--- src/rtl/fifo_pkg.sv ---
// Shared async-FIFO helpers for the write and read sides: pointer-width default,
// gray/binary conversion and the full-compare on gray pointers.
package fifo_pkg;

    localparam int PTR_WIDTH_DEFAULT = 4;
    // Helpers work on a fixed wide vector; callers zero-extend and truncate.
    localparam int MAX_PTR_BITS = 32;

    function automatic logic [MAX_PTR_BITS-1:0] bin2gray(input logic [MAX_PTR_BITS-1:0] bin);
        return bin ^ (bin >> 1);
    endfunction

    function automatic logic [MAX_PTR_BITS-1:0] gray2bin(input logic [MAX_PTR_BITS-1:0] gray);
        logic [MAX_PTR_BITS-1:0] bin;
        bin[MAX_PTR_BITS-1] = gray[MAX_PTR_BITS-1];
        for (int i = MAX_PTR_BITS - 2; i >= 0; i--) begin
            bin[i] = bin[i+1] ^ gray[i];
        end
        return bin;
    endfunction

    // Full when the write gray pointer equals the read gray pointer with its two
    // top bits inverted, i.e. the writer is exactly one lap ahead.
    function automatic logic full_match(input logic [MAX_PTR_BITS-1:0] wr_gray,
                                        input logic [MAX_PTR_BITS-1:0] rd_gray,
                                        input int width);
        logic [MAX_PTR_BITS-1:0] mask;
        mask = MAX_PTR_BITS'(3) << (width - 2);
        return wr_gray == (rd_gray ^ mask);
    endfunction

endpackage

--- src/rtl/sync_2ff.sv ---
// Two-stage flop synchronizer for a gray-coded bus entering the clk domain.
module sync_2ff #(
    parameter int WIDTH = 5
) (
    input  logic             clk,
    input  logic             srst,
    input  logic [WIDTH-1:0] d,
    output logic [WIDTH-1:0] q
);

    logic [WIDTH-1:0] stage1_reg;
    logic [WIDTH-1:0] stage2_reg;

    always_ff @(posedge clk) begin
        if (srst) begin
            stage1_reg <= '0;
            stage2_reg <= '0;
        end else begin
            stage1_reg <= d;
            stage2_reg <= stage1_reg;
        end
    end

    assign q = stage2_reg;

endmodule

--- src/rtl/write_handler.sv ---
// Async FIFO write-side pointer/flag logic. Optional almost_full/wr_level outputs
// are built when WRITE_HANDLER_ALMOST_FULL_EN is defined.
module write_handler
    import fifo_pkg::*;
#(
    parameter int PTR_WIDTH = PTR_WIDTH_DEFAULT,
    parameter int AF_MARGIN = 2
) (
    input  logic               clk,
    input  logic               rst,
    input  logic               wr_en,
    input  logic [PTR_WIDTH:0] rd_ptr,
    output logic               wr_accept,
    output logic               full,
    output logic               overflow,
    output logic [PTR_WIDTH:0] bin_wr_ptr,
    output logic [PTR_WIDTH:0] gray_wr_ptr
`ifdef WRITE_HANDLER_ALMOST_FULL_EN
    ,
    output logic               almost_full,
    output logic [PTR_WIDTH:0] wr_level
`endif
);

    localparam int PW1   = PTR_WIDTH + 1;
    localparam int DEPTH = 1 << PTR_WIDTH;

    logic [PW1-1:0] rd_ptr_sync;
    logic [PW1-1:0] bin_reg, bin_next;
    logic [PW1-1:0] gray_reg, gray_next;
    logic           full_reg, full_next;
    logic           overflow_reg, overflow_next;

    sync_2ff #(.WIDTH(PW1)) u_rd_sync (
        .clk  (clk),
        .srst (rst),
        .d    (rd_ptr),
        .q    (rd_ptr_sync)
    );

    // The flag is computed from the post-push pointer so it rises with zero lag.
    always_comb begin
        wr_accept     = wr_en & ~full_reg & ~rst;
        bin_next      = bin_reg + PW1'(wr_accept);
        gray_next     = PW1'(bin2gray(MAX_PTR_BITS'(bin_next)));
        full_next     = full_match(MAX_PTR_BITS'(gray_next), MAX_PTR_BITS'(rd_ptr_sync), PW1);
        overflow_next = overflow_reg | (wr_en & full_reg);
    end

    always_ff @(posedge clk) begin
        if (rst) begin
            bin_reg      <= '0;
            gray_reg     <= '0;
            full_reg     <= 1'b0;
            overflow_reg <= 1'b0;
        end else begin
            bin_reg      <= bin_next;
            gray_reg     <= gray_next;
            full_reg     <= full_next;
            overflow_reg <= overflow_next;
        end
    end

    assign full        = full_reg;
    assign overflow    = overflow_reg;
    assign bin_wr_ptr  = bin_reg;
    assign gray_wr_ptr = gray_reg;

`ifdef WRITE_HANDLER_ALMOST_FULL_EN
    logic [PW1-1:0] rd_bin;
    logic [PW1-1:0] level_reg, level_next;
    logic           af_reg, af_next;

    always_comb begin
        rd_bin     = PW1'(gray2bin(MAX_PTR_BITS'(rd_ptr_sync)));
        level_next = bin_next - rd_bin;
        af_next    = int'(level_next) >= (DEPTH - AF_MARGIN);
    end

    always_ff @(posedge clk) begin
        if (rst) begin
            level_reg <= '0;
            af_reg    <= 1'b0;
        end else begin
            level_reg <= level_next;
            af_reg    <= af_next;
        end
    end

    assign almost_full = af_reg;
    assign wr_level    = level_reg;
`else
    // The margin only matters for the level outputs; nothing to build here.
    if (AF_MARGIN > DEPTH) begin : g_margin_exceeds_depth
    end
`endif

endmodule

--- config.mk ---
export PLATFORM = sky130hd
export DESIGN_NAME = write_handler
export DESIGN_NICKNAME = d
export VERILOG_FILES = /design/src/rtl/fifo_pkg.sv /design/src/rtl/sync_2ff.sv /design/src/rtl/write_handler.sv
export SDC_FILE = /design/constraint.sdc
export NUM_CORES = 1
export LEC_CHECK = 0
export ABC_CLOCK_PERIOD_IN_PS = 5550
export BUFFER_PORTS_ARGS = -buffer_cell sky130_fd_sc_hd__buf_2
export CAP_MARGIN = 0
export CORE_MARGIN = 2
export CORE_UTILIZATION = 50
export DETAILED_ROUTE_END_ITERATION = 8
export PLACE_DENSITY = 0.77
export SLEW_MARGIN = 10
export SYNTH_ARGS = -nofsm -noshare
export SYNTH_HDL_FRONTEND = slang
export SYNTH_SLANG_ARGS = --single-unit
--- constraint.sdc ---
create_clock -name clk -period 5.55 [get_ports clk]
set_clock_uncertainty 0.2 [all_clocks]
set_input_delay 0.555 -clock clk [delete_from_list [all_inputs] [get_ports clk]]
set_output_delay 0.555 -clock clk [all_outputs]
set_load 0.01 [all_outputs]
# Word-level counts from Yosys, hierarchy flattened

Cells that the tools add are included.

Register bits: 22
Output and inout bits: 13

$add $sub $neg: 1
Eq/ne operators: 1
Bitwise operators: 8

Operators by type and width:

| operator             | count |
|---|---|
| adder 5 x 1 -> 5 bit | 1 |
| == test 5 bit        | 1 |
| XOR 5 x 4 -> 5 bit   | 1 |
| AND 1 bit            | 3 |
| inverter 1 bit       | 2 |
| inverter 2 bit       | 1 |
| bitwise OR 1 bit     | 1 |

# Depth between registers and ports, before layout

Gate-level depths: netlist of the first run.

Word-level depth: 6
Depth in mapped cells: 8
Mapped depth without buffers: 7

# Cells and area by module

Synthesis of the first run repeated with hierarchy kept, for this count alone.

Cell total of the unflattened synthesis: 72
Area, all modules: 793.3 µm²

By module, submodules not included:

| module        | instances | cells each | area an instance (µm²) | seq. area each (µm²) |
|---|---|---|---|---|
| write_handler | 1         | 52         | 530.5                  | 220.2 |
| sync_2ff      | 1         | 20         | 262.8                  | 200.2 |

# Worst setup path before layout of the first run

Ideal clock, no wire load.

Path type: input-to-reg
Start point: in rst
End point: reg full_reg, in the netlist full
Library setup time: 0.103 ns
Arrival: 2.472 ns
Data required time: 5.247 ns
Path slack: 2.775 ns
Stages on the path: 8
Path buffers: 1
Cell sequence: clkbuf_1 -> nor3b_1 -> ha_1 -> ha_1 -> nand3_1 -> xor2_1 -> or3_1 -> a2111oi_2

Word-level cells in the longest chain between the ends: 5

RTL lines:

| item                   | RTL line            | source |
|---|---|---|
| start: declaration     | write_handler.sv:10 | `input logic rst,` |
| inverter 1 bit         | write_handler.sv:43 | `wr_accept = wr_en & ~full_reg & ~rst;` |
| AND 1 bit              | write_handler.sv:43 |  |
| net wr_accept          | write_handler.sv:13 | `output logic wr_accept,` |
| adder 5 x 1 -> 5 bit   | write_handler.sv:44 | `bin_next = bin_reg + PW1'(wr_accept);` |
| XOR 5 x 4 -> 5 bit     | fifo_pkg.sv:10      | `return bin ^ (bin >> 1);` |
| == test 5 bit          | fifo_pkg.sv:29      | `return wr_gray == (rd_gray ^ mask);` |
| end signal: assignment | write_handler.sv:59 | `full_reg <= full_next;` |
| end: declaration       | write_handler.sv:31 | `logic full_reg, full_next;` |

The timed path passes the listed nets, and every way through them passes these cells.
A chain may end at the register's enable or synchronous reset.

# Worst setup path after layout of the first run

Start point: in rst
End point: reg full_reg, in the netlist full

Word-level cells in the longest chain between the ends: 5

RTL lines:

| item                 | RTL line |
|---|---|
| inverter 1 bit       | write_handler.sv:43 |
| AND 1 bit            | write_handler.sv:43 |
| adder 5 x 1 -> 5 bit | write_handler.sv:44 |
| XOR 5 x 4 -> 5 bit   | fifo_pkg.sv:10 |
| == test 5 bit        | fifo_pkg.sv:29 |

Parallel ways exist; a longest one is shown, timed or not.

==> metrics, run 1 <==
total CTS buffers=3; area share of the largest cell type after synthesis=55.6%; initial antenna violation count=0; die area=1840 um^2; post-route ant nets=0; vias in the first global route=406; Setup Viol. Count Final=0; Detailed Routing Iterations Pass 1=3; hold_buf cts=0; Site Rows=14; drt first-iter violations=9; CTS clk-pin slew, worst paths=0.10 ns; Buffers on Ports=20; RSZ-0062 raised after global routing=no; Max VDD drop=0.000174 V; Setup crit end=full; area leader, netlist=dfxtp_1; Power Total=0.248 mW; Setup crit start=rst; Critical Path AT=2.41 ns; critical path required time=5.54 ns; nature of the critical path endpoint=flop; Longest Clk Path Bufs=2; later-pin clock latency in the skew report=0.28 ns; fin. max-slew vios=0; Fin. Hold Viols=0; Sw Ratio=21.1%; Syn. warnings=0; largest net degree at the start of global routing=23; sequential element share of the synthesized area=55.6%; Netlist Area Pre-Place=756 um^2; Via Count=506; max frequency=414 MHz; Hold Crit Class=flop to flop; width of the die=42.9 um; Chip Height=42.9 um; layout cells sized above 1=27.8%; MaxCap Viol Count=0; reg-to-reg critical path endpoint=full; DP Wirelength=786 um; Final Cycle Share=43.5%; post-layout util=61.0%; clock period minus worst slack=2.41 ns; fin nets=101; WL/cell=9.52 um; Synth Instances=69; first-pass GRT wire length=1570 um; Syn Area/Cell=11.0 um^2; Yosys cell types=18; crit-path max FO=22; setup TNS=0 ns; r2r worst-path depth=7; RR Startpoint=full; Overflow after GRT=0; Leak=0.404 nW; commonest non-fill, non-tap cells in the layout=dfxtp_1, buf_2, nor2b_1; postcts setup bufs=0; Max transition margin=70.0%; H-tree Lvls=1; Seq pwr share=63.7%; post-CTS resize count=0; Reg2Reg Setup Slack=3.34 ns; WL final=1010 um; core area=1450 um^2; actual slew at the worst max-slew pin=0.446 ns; Root Driver=clkbuf_4; Sink Count=21; Non-Filler Instances=106; diode count=0; dpl cells=102; Post-Syn Nets=79; P_int=0.195 mW; critical path type=primary input to flop; Switch Pwr=0.0524 mW; hold slack=0.247 ns; most common cell after layout, fill and taps aside=dfxtp_1; initial core utilization=52.0%; Area Growth Syn to Fin=17.4%; CTS tree=yes; vias per cell=4.77; Ports=21; Comb pwr share=9.0%; GRT Total Usage=12.0%; top post-synthesis cells by area=dfxtp_1, nor2b_1, xnor2_1; clock power share=27.3%; DRC errors left=0; CP Launch Type=primary input; PD cells=279 nW/um^2; #FFs+latches synth=21; outcome=finished clean; RePlAce Congestion=0.666
[power by group through the flow]
stage          clock network (mW)  registers, mW  logic [mW]
2_1_floorplan                   0          0.162      0.0146
3_3_place_gp                    0          0.161      0.0220
3_5_place_dp                    0          0.161      0.0225
4_1_cts                    0.0712          0.158      0.0226
5_1_grt                    0.0768          0.158      0.0245
6_report                   0.0678          0.158      0.0222
[worst min-delay path by stage]
stage / startpoint / slack, ns / end / depth (start not counted)
4_1_cts: u_rd_sync.stage1_reg[3] / 0.25 / u_rd_sync.q[3] / 1
3_5_place_dp: u_rd_sync.stage1_reg[3] / 0.22 / u_rd_sync.q[3] / 1
3_3_place_gp: u_rd_sync.stage1_reg[2] / 0.22 / u_rd_sync.q[2] / 1
5_1_grt: u_rd_sync.stage1_reg[0] / 0.26 / u_rd_sync.q[0] / 1
2_1_floorplan: u_rd_sync.stage1_reg[0] / 0.21 / u_rd_sync.q[0] / 1
6_report: u_rd_sync.stage1_reg[4] / 0.25 / u_rd_sync.q[4] / 1
[critical path, stage by stage]
cell and delay (ns):
buf_2 0.22, nor3b_1 0.30, ha_1 0.21, ha_1 0.18, nand3_1 0.09, xor2_1 0.19
or3_1 0.38, a2111oi_2 0.29
[stage by stage]
step | setup slack (ns) | cell area (um^2)
detailed placement | 2.82 | 861
global route | 2.99 | 887
global placement | 2.88 | 861
floorplan | 2.77 | 756
finish | 3.14 | 887
CTS | 3.13 | 887
[area by class of cell]
class,count,area [um^2]
tap,16,20.0
timing repair buffer,20,100
fill,124,567
multi-input combinational,45,320
sequential,21,420
clock buffer,4,26.3
[cell usage after synthesis]
cell	count
buf_4	1
xnor3_1	1
nand2_1	1
nor3b_1	1
nor2b_1	12
or3_1	1
nor2_1	8
dfxtp_1	21
a21oi_1	2
and2_1	1
a2111oi_2	1
mux2i_1	1
clkbuf_1	2
xnor2_1	8
xor2_1	2
ha_1	2
or2_2	1
nand3_1	3
[metal layers]
layer / wire length [um] / GRT usage (%) / share of wire (%) / vias up
met5: 0 / 0 / 0 / -
met4: 9 / 7.50 / 0.89 / 0
met1: 435 / 12.3 / 43 / 228
met3: 64 / 2.55 / 6.3 / 2
met2: 499 / 21.5 / 49 / 14
li1: - / - / - / 262
[kinds of logic (layout without fill, tap and decap cells)]
group / Yosys count / count (layout) / share of synthesized area [%]
AND/OR/NAND/NOR: 28 / 28 / 19.9
AO/OA/AOI/OAI: 3 / 3 / 3.31
buffers and inverters: 3 / 24 / 1.99
XOR/XNOR: 11 / 11 / 14.6
adder cells (fa/ha/maj): 2 / 2 / 3.31
multiplexers: 1 / 1 / 1.32
flip-flops: 21 / 21 / 55.6
Power figures use the tool's default switching activity.
==> inputs of run 2 (changes only) <==
ABC_CLOCK_PERIOD_IN_PS = 2350   (was 5550)
CORE_UTILIZATION = 48   (was 50)
PLACE_DENSITY = 0.74   (was 0.77)
clock period = 2.35 ns   (was 5.55 ns; I/O delays follow)
==> metrics, run 2 (synthesized netlist as in run 1, its figures left out) <==
Switch Pwr=0.124 mW; max frequency=461 MHz; post-CTS resize count=0; outcome=finished clean; Seq pwr share=62.8%; Final Cycle Share=92.2%; core area=1490 um^2; critical path required time=2.34 ns; layout cells sized above 1=28.6%; initial antenna violation count=0; commonest non-fill, non-tap cells in the layout=dfxtp_1, buf_2, nor2b_1; Site Rows=14; width of the die=43.7 um; total CTS buffers=3; Longest Clk Path Bufs=2; Max transition margin=78.4%; RePlAce Congestion=0.746; Overflow after GRT=0; P_int=0.470 mW; Via Count=529; later-pin clock latency in the skew report=0.28 ns; Ports=21; Sw Ratio=20.9%; Fin. Hold Viols=0; CTS tree=yes; die area=1910 um^2; PD cells=614 nW/um^2; first-pass GRT wire length=1940 um; CP Launch Type=flop; RSZ-0062 raised after global routing=no; H-tree Lvls=1; Chip Height=43.7 um; WL/cell=9.77 um; Leak=0.440 nW; Sink Count=21; Power Total=0.594 mW; GRT Total Usage=13.6%; diode count=0; Max VDD drop=0.000373 V; most common cell after layout, fill and taps aside=dfxtp_1; Hold Crit Class=primary input to flop; fin. max-slew vios=0; vias in the first global route=509; critical path type=flop to flop; crit-path max FO=4; drt first-iter violations=1; Buffers on Ports=20; actual slew at the worst max-slew pin=0.322 ns; setup TNS=0 ns; fin nets=109; initial core utilization=50.8%; Root Driver=clkbuf_4; Area Growth Syn to Fin=28.0%; clock power share=26.7%; WL final=1110 um; DP Wirelength=837 um; MaxCap Viol Count=0; final instance area=967 um^2; clock period minus worst slack=2.17 ns; placed cell areas=881 um^2; Setup Viol. Count Final=0; nature of the critical path endpoint=flop; Detailed Routing Iterations Pass 1=3; Critical Path AT=2.15 ns; Comb pwr share=10.5%; largest net degree at the start of global routing=22; vias per cell=4.64; post-route ant nets=0; CTS clk-pin slew, worst paths=0.10 ns; DRC errors left=0
==> run 2: changes by cell type in the layout (fill, tap and decap cells not counted), sizes merged <==
cell         before  now
dlygate4sd3       0    6
buf              20   22
==> run 2: cell type report <==
class                           count  area (um^2)
Fill cell                         131          522
Multi-Input combinational cell     45          325
Sequential cell                    21          420
Tap cell                           16         20.0
Timing Repair Buffer               28          175
Clock buffer                        4         26.3
==> run 2: metal layers <==
layer  up-vias  track usage [%]  wire [um]  part of all wire, %
met5         -                0          0                    0
met4         0             5.45          0                    0
met3         0             2.50         60                  5.4
met2        14             25.0        568                   51
met1       237             15.1        485                   44
li1        278                -          -                    -
==> run 2: critical path, cell delays in order (launching register included) <==
cell and delay [ns]:
dfxtp_1 0.35, nor3b_2 0.19, ha_1 0.20, ha_1 0.18, nand3_1 0.09, xor2_1 0.19
or3_1 0.38, a2111oi_2 0.30
==> run 2: power groups by stage <==
stage / Combinational, mW / Sequential (mW) / Clock (mW)
floorplan: 0.0350 / 0.384 / 0
global placement: 0.0546 / 0.381 / 0
detailed placement: 0.0556 / 0.381 / 0
CTS: 0.0632 / 0.373 / 0.166
global route: 0.0687 / 0.374 / 0.182
finish: 0.0623 / 0.373 / 0.159
==> run 2: path summary, 6_finish.rpt <==
path,cells past startpoint,start,end,slack (ns)
max,7,full,full,0.18
min reg2reg,1,u_rd_sync.stage1_reg[3],u_rd_sync.q[3],0.25
min,3,rst,u_rd_sync.stage1_reg[0],0.19
max reg2reg,7,full,full,0.18
==> run 2: through the flow <==
stage / util (%) / setup WS, ns / hold slack, ns / cells
6_report: 65.0 / 0.183 / 0.189 / 114
5_1_grt: 65.0 / 0.0138 / 0.203 / 114
3_5_place_dp: 59.2 / 0.135 / 0.226 / 104
2_1_floorplan: - / 0.0423 / 0.107 / 69
3_3_place_gp: 59.2 / 0.228 / 0.217 / 104
4_1_cts: 65.0 / 0.158 / 0.188 / 114
==> run 2: repair_timing <==
action,in CTS,in global routing
hold endpoints to repair,6,0
hold buffers,6,0
buffers inserted,0,0
==> inputs of run 3 (changes only) <==
CORE_ASPECT_RATIO = 1.2   (was not set)
==> metrics, run 3 (synthesized netlist as in run 1, its figures left out) <==
Chip Height=47.5 um; Hold Crit Class=primary input to flop; Leak=0.453 nW; RSZ-0062 raised after global routing=no; Fin. Hold Viols=0; Sink Count=21; Longest Clk Path Bufs=2; Sw Ratio=22.5%; met1 wire length=574 um; fin nets=110; Cell Chain, Critical Path=nor3b_4, ha_2, ha_4, nand3_2, xor2_2, or3_4, a2111oi_4; commonest non-fill, non-tap cells in the layout=dfxtp_1, buf_2, nor2b_1; CTS tree=yes; Via Count=527; Setup Viol. Count Final=0; Max VDD drop=0.000347 V; drt first-iter violations=4; Detailed Routing Iterations Pass 1=2; PD cells=589 nW/um^2; critical path type=flop to flop; core area=1460 um^2; Overflow after GRT=0; critical path required time=2.36 ns; total CTS buffers=3; Ports=21; P_int=0.474 mW; Hold Crit Depth=3; clock power share=27.3%; CTS clk-pin slew, worst paths=0.11 ns; width of the die=40.2 um; later-pin clock latency in the skew report=0.30 ns; largest net degree at the start of global routing=22; CP Launch Type=flop; Area Growth Syn to Fin=37.3%; layout cells sized above 1=35.4%; RePlAce Congestion=0.696; crit-path max FO=3; nature of the critical path endpoint=flop; Comb pwr share=11.6%; initial core utilization=51.6%; CP max stage delay=0.38 ns; clock period minus worst slack=2.21 ns; post-route ant nets=0; DRC errors left=0; fin. max-slew vios=0; Switch Pwr=0.137 mW; r2r worst-path depth=7; Power Total=0.611 mW; Root Driver=clkbuf_4; GRT Total Usage=15.7%; first-pass GRT wire length=1940 um; Critical Path AT=2.22 ns; WL final=1360 um; Worst path slowest cell=or3_4; Final Cycle Share=94.1%; critical path depth=7; CP Buf/Inv Count=0; die area=1910 um^2; H-tree Lvls=1; max frequency=452 MHz; most common cell after layout, fill and taps aside=dfxtp_1; critical path's top delay family=simple AND/OR/NAND/NOR gates; hold slack=0.124 ns; Buffers on Ports=20; Site Rows=15; setup TNS=0 ns; vias in the first global route=486; Seq pwr share=61.2%; diode count=0; outcome=finished clean; Routed met2 length=726 um; initial antenna violation count=0; actual slew at the worst max-slew pin=0.320 ns; DP Wirelength=859 um; MaxCap Viol Count=0; WL met3=47 um; vias per cell=4.54; WL/cell=11.7 um; Max transition margin=78.6%; Top Layer Used=met4
==> run 3: cell count changes in the layout (fill, tap and decap cells not counted), sizes merged <==
cell          previous run  this run
dlymetal6s4s             0         1
buf                     22        23
dlygate4sd3              6         5
==> run 3: timing repair <==
item                                   in CTS  in global routing
resized for setup                           0                 10
setup endpoints to repair                   0                  1
endpoints found under the hold margin       6                  0
hold buffers                                6                  0
buffers inserted                            0                  1
==> run 3: worst paths after layout <==
check,startpoint,to,slack (ns)
max,full,full,0.14
min,wr_en,overflow,0.12
max reg2reg,full,full,0.14
min reg2reg,u_rd_sync.stage1_reg[3],u_rd_sync.q[3],0.24
==> run 3: power by group through the flow <==
stage / sequential, mW / combinational, mW / clock, mW
final: 0.374 / 0.0706 / 0.167
after global routing: 0.376 / 0.0773 / 0.187
after CTS: 0.373 / 0.0637 / 0.174
after detailed placement: 0.381 / 0.0558 / 0
after global placement: 0.381 / 0.0549 / 0
after floorplan: 0.384 / 0.0350 / 0
==> run 3: through the flow <==
| stage | std cells | setup slack, ns | instance area, um^2 | utilization, % |
|---|---|---|---|---|
| after global placement | 106 | 0.273 | 890 | 60.8 |
| after detailed placement | 106 | 0.206 | 890 | 60.8 |
| after floorplan | 69 | 0.0423 | 761 | - |
| after CTS | 116 | 0.0181 | 976 | 66.7 |
| after global routing | 116 | 0.0536 | 1040 | 70.9 |
| final | 116 | 0.139 | 1040 | 70.9 |
==> run 3: layout make-up <==
class | instances | area, um^2
fill | 108 | 427
sequential | 21 | 420
multi-input combinational | 45 | 382
timing repair buffer | 29 | 188
clock buffer | 4 | 26.3
tap | 17 | 21.3
==> run 3: per-layer routing <==
metal	vias to the layer above	global-route usage (%)
li1	278	-
met1	232	17.0
met2	15	26.8
met3	2	2.79
met4	0	12.0
met5	-	0
==> run 3: tightest hold or removal path, stage by stage <==
cell	delay (ns)
dlymetal6s4s_1	0.21
a21oi_1	0.08
nor2_1	0.07
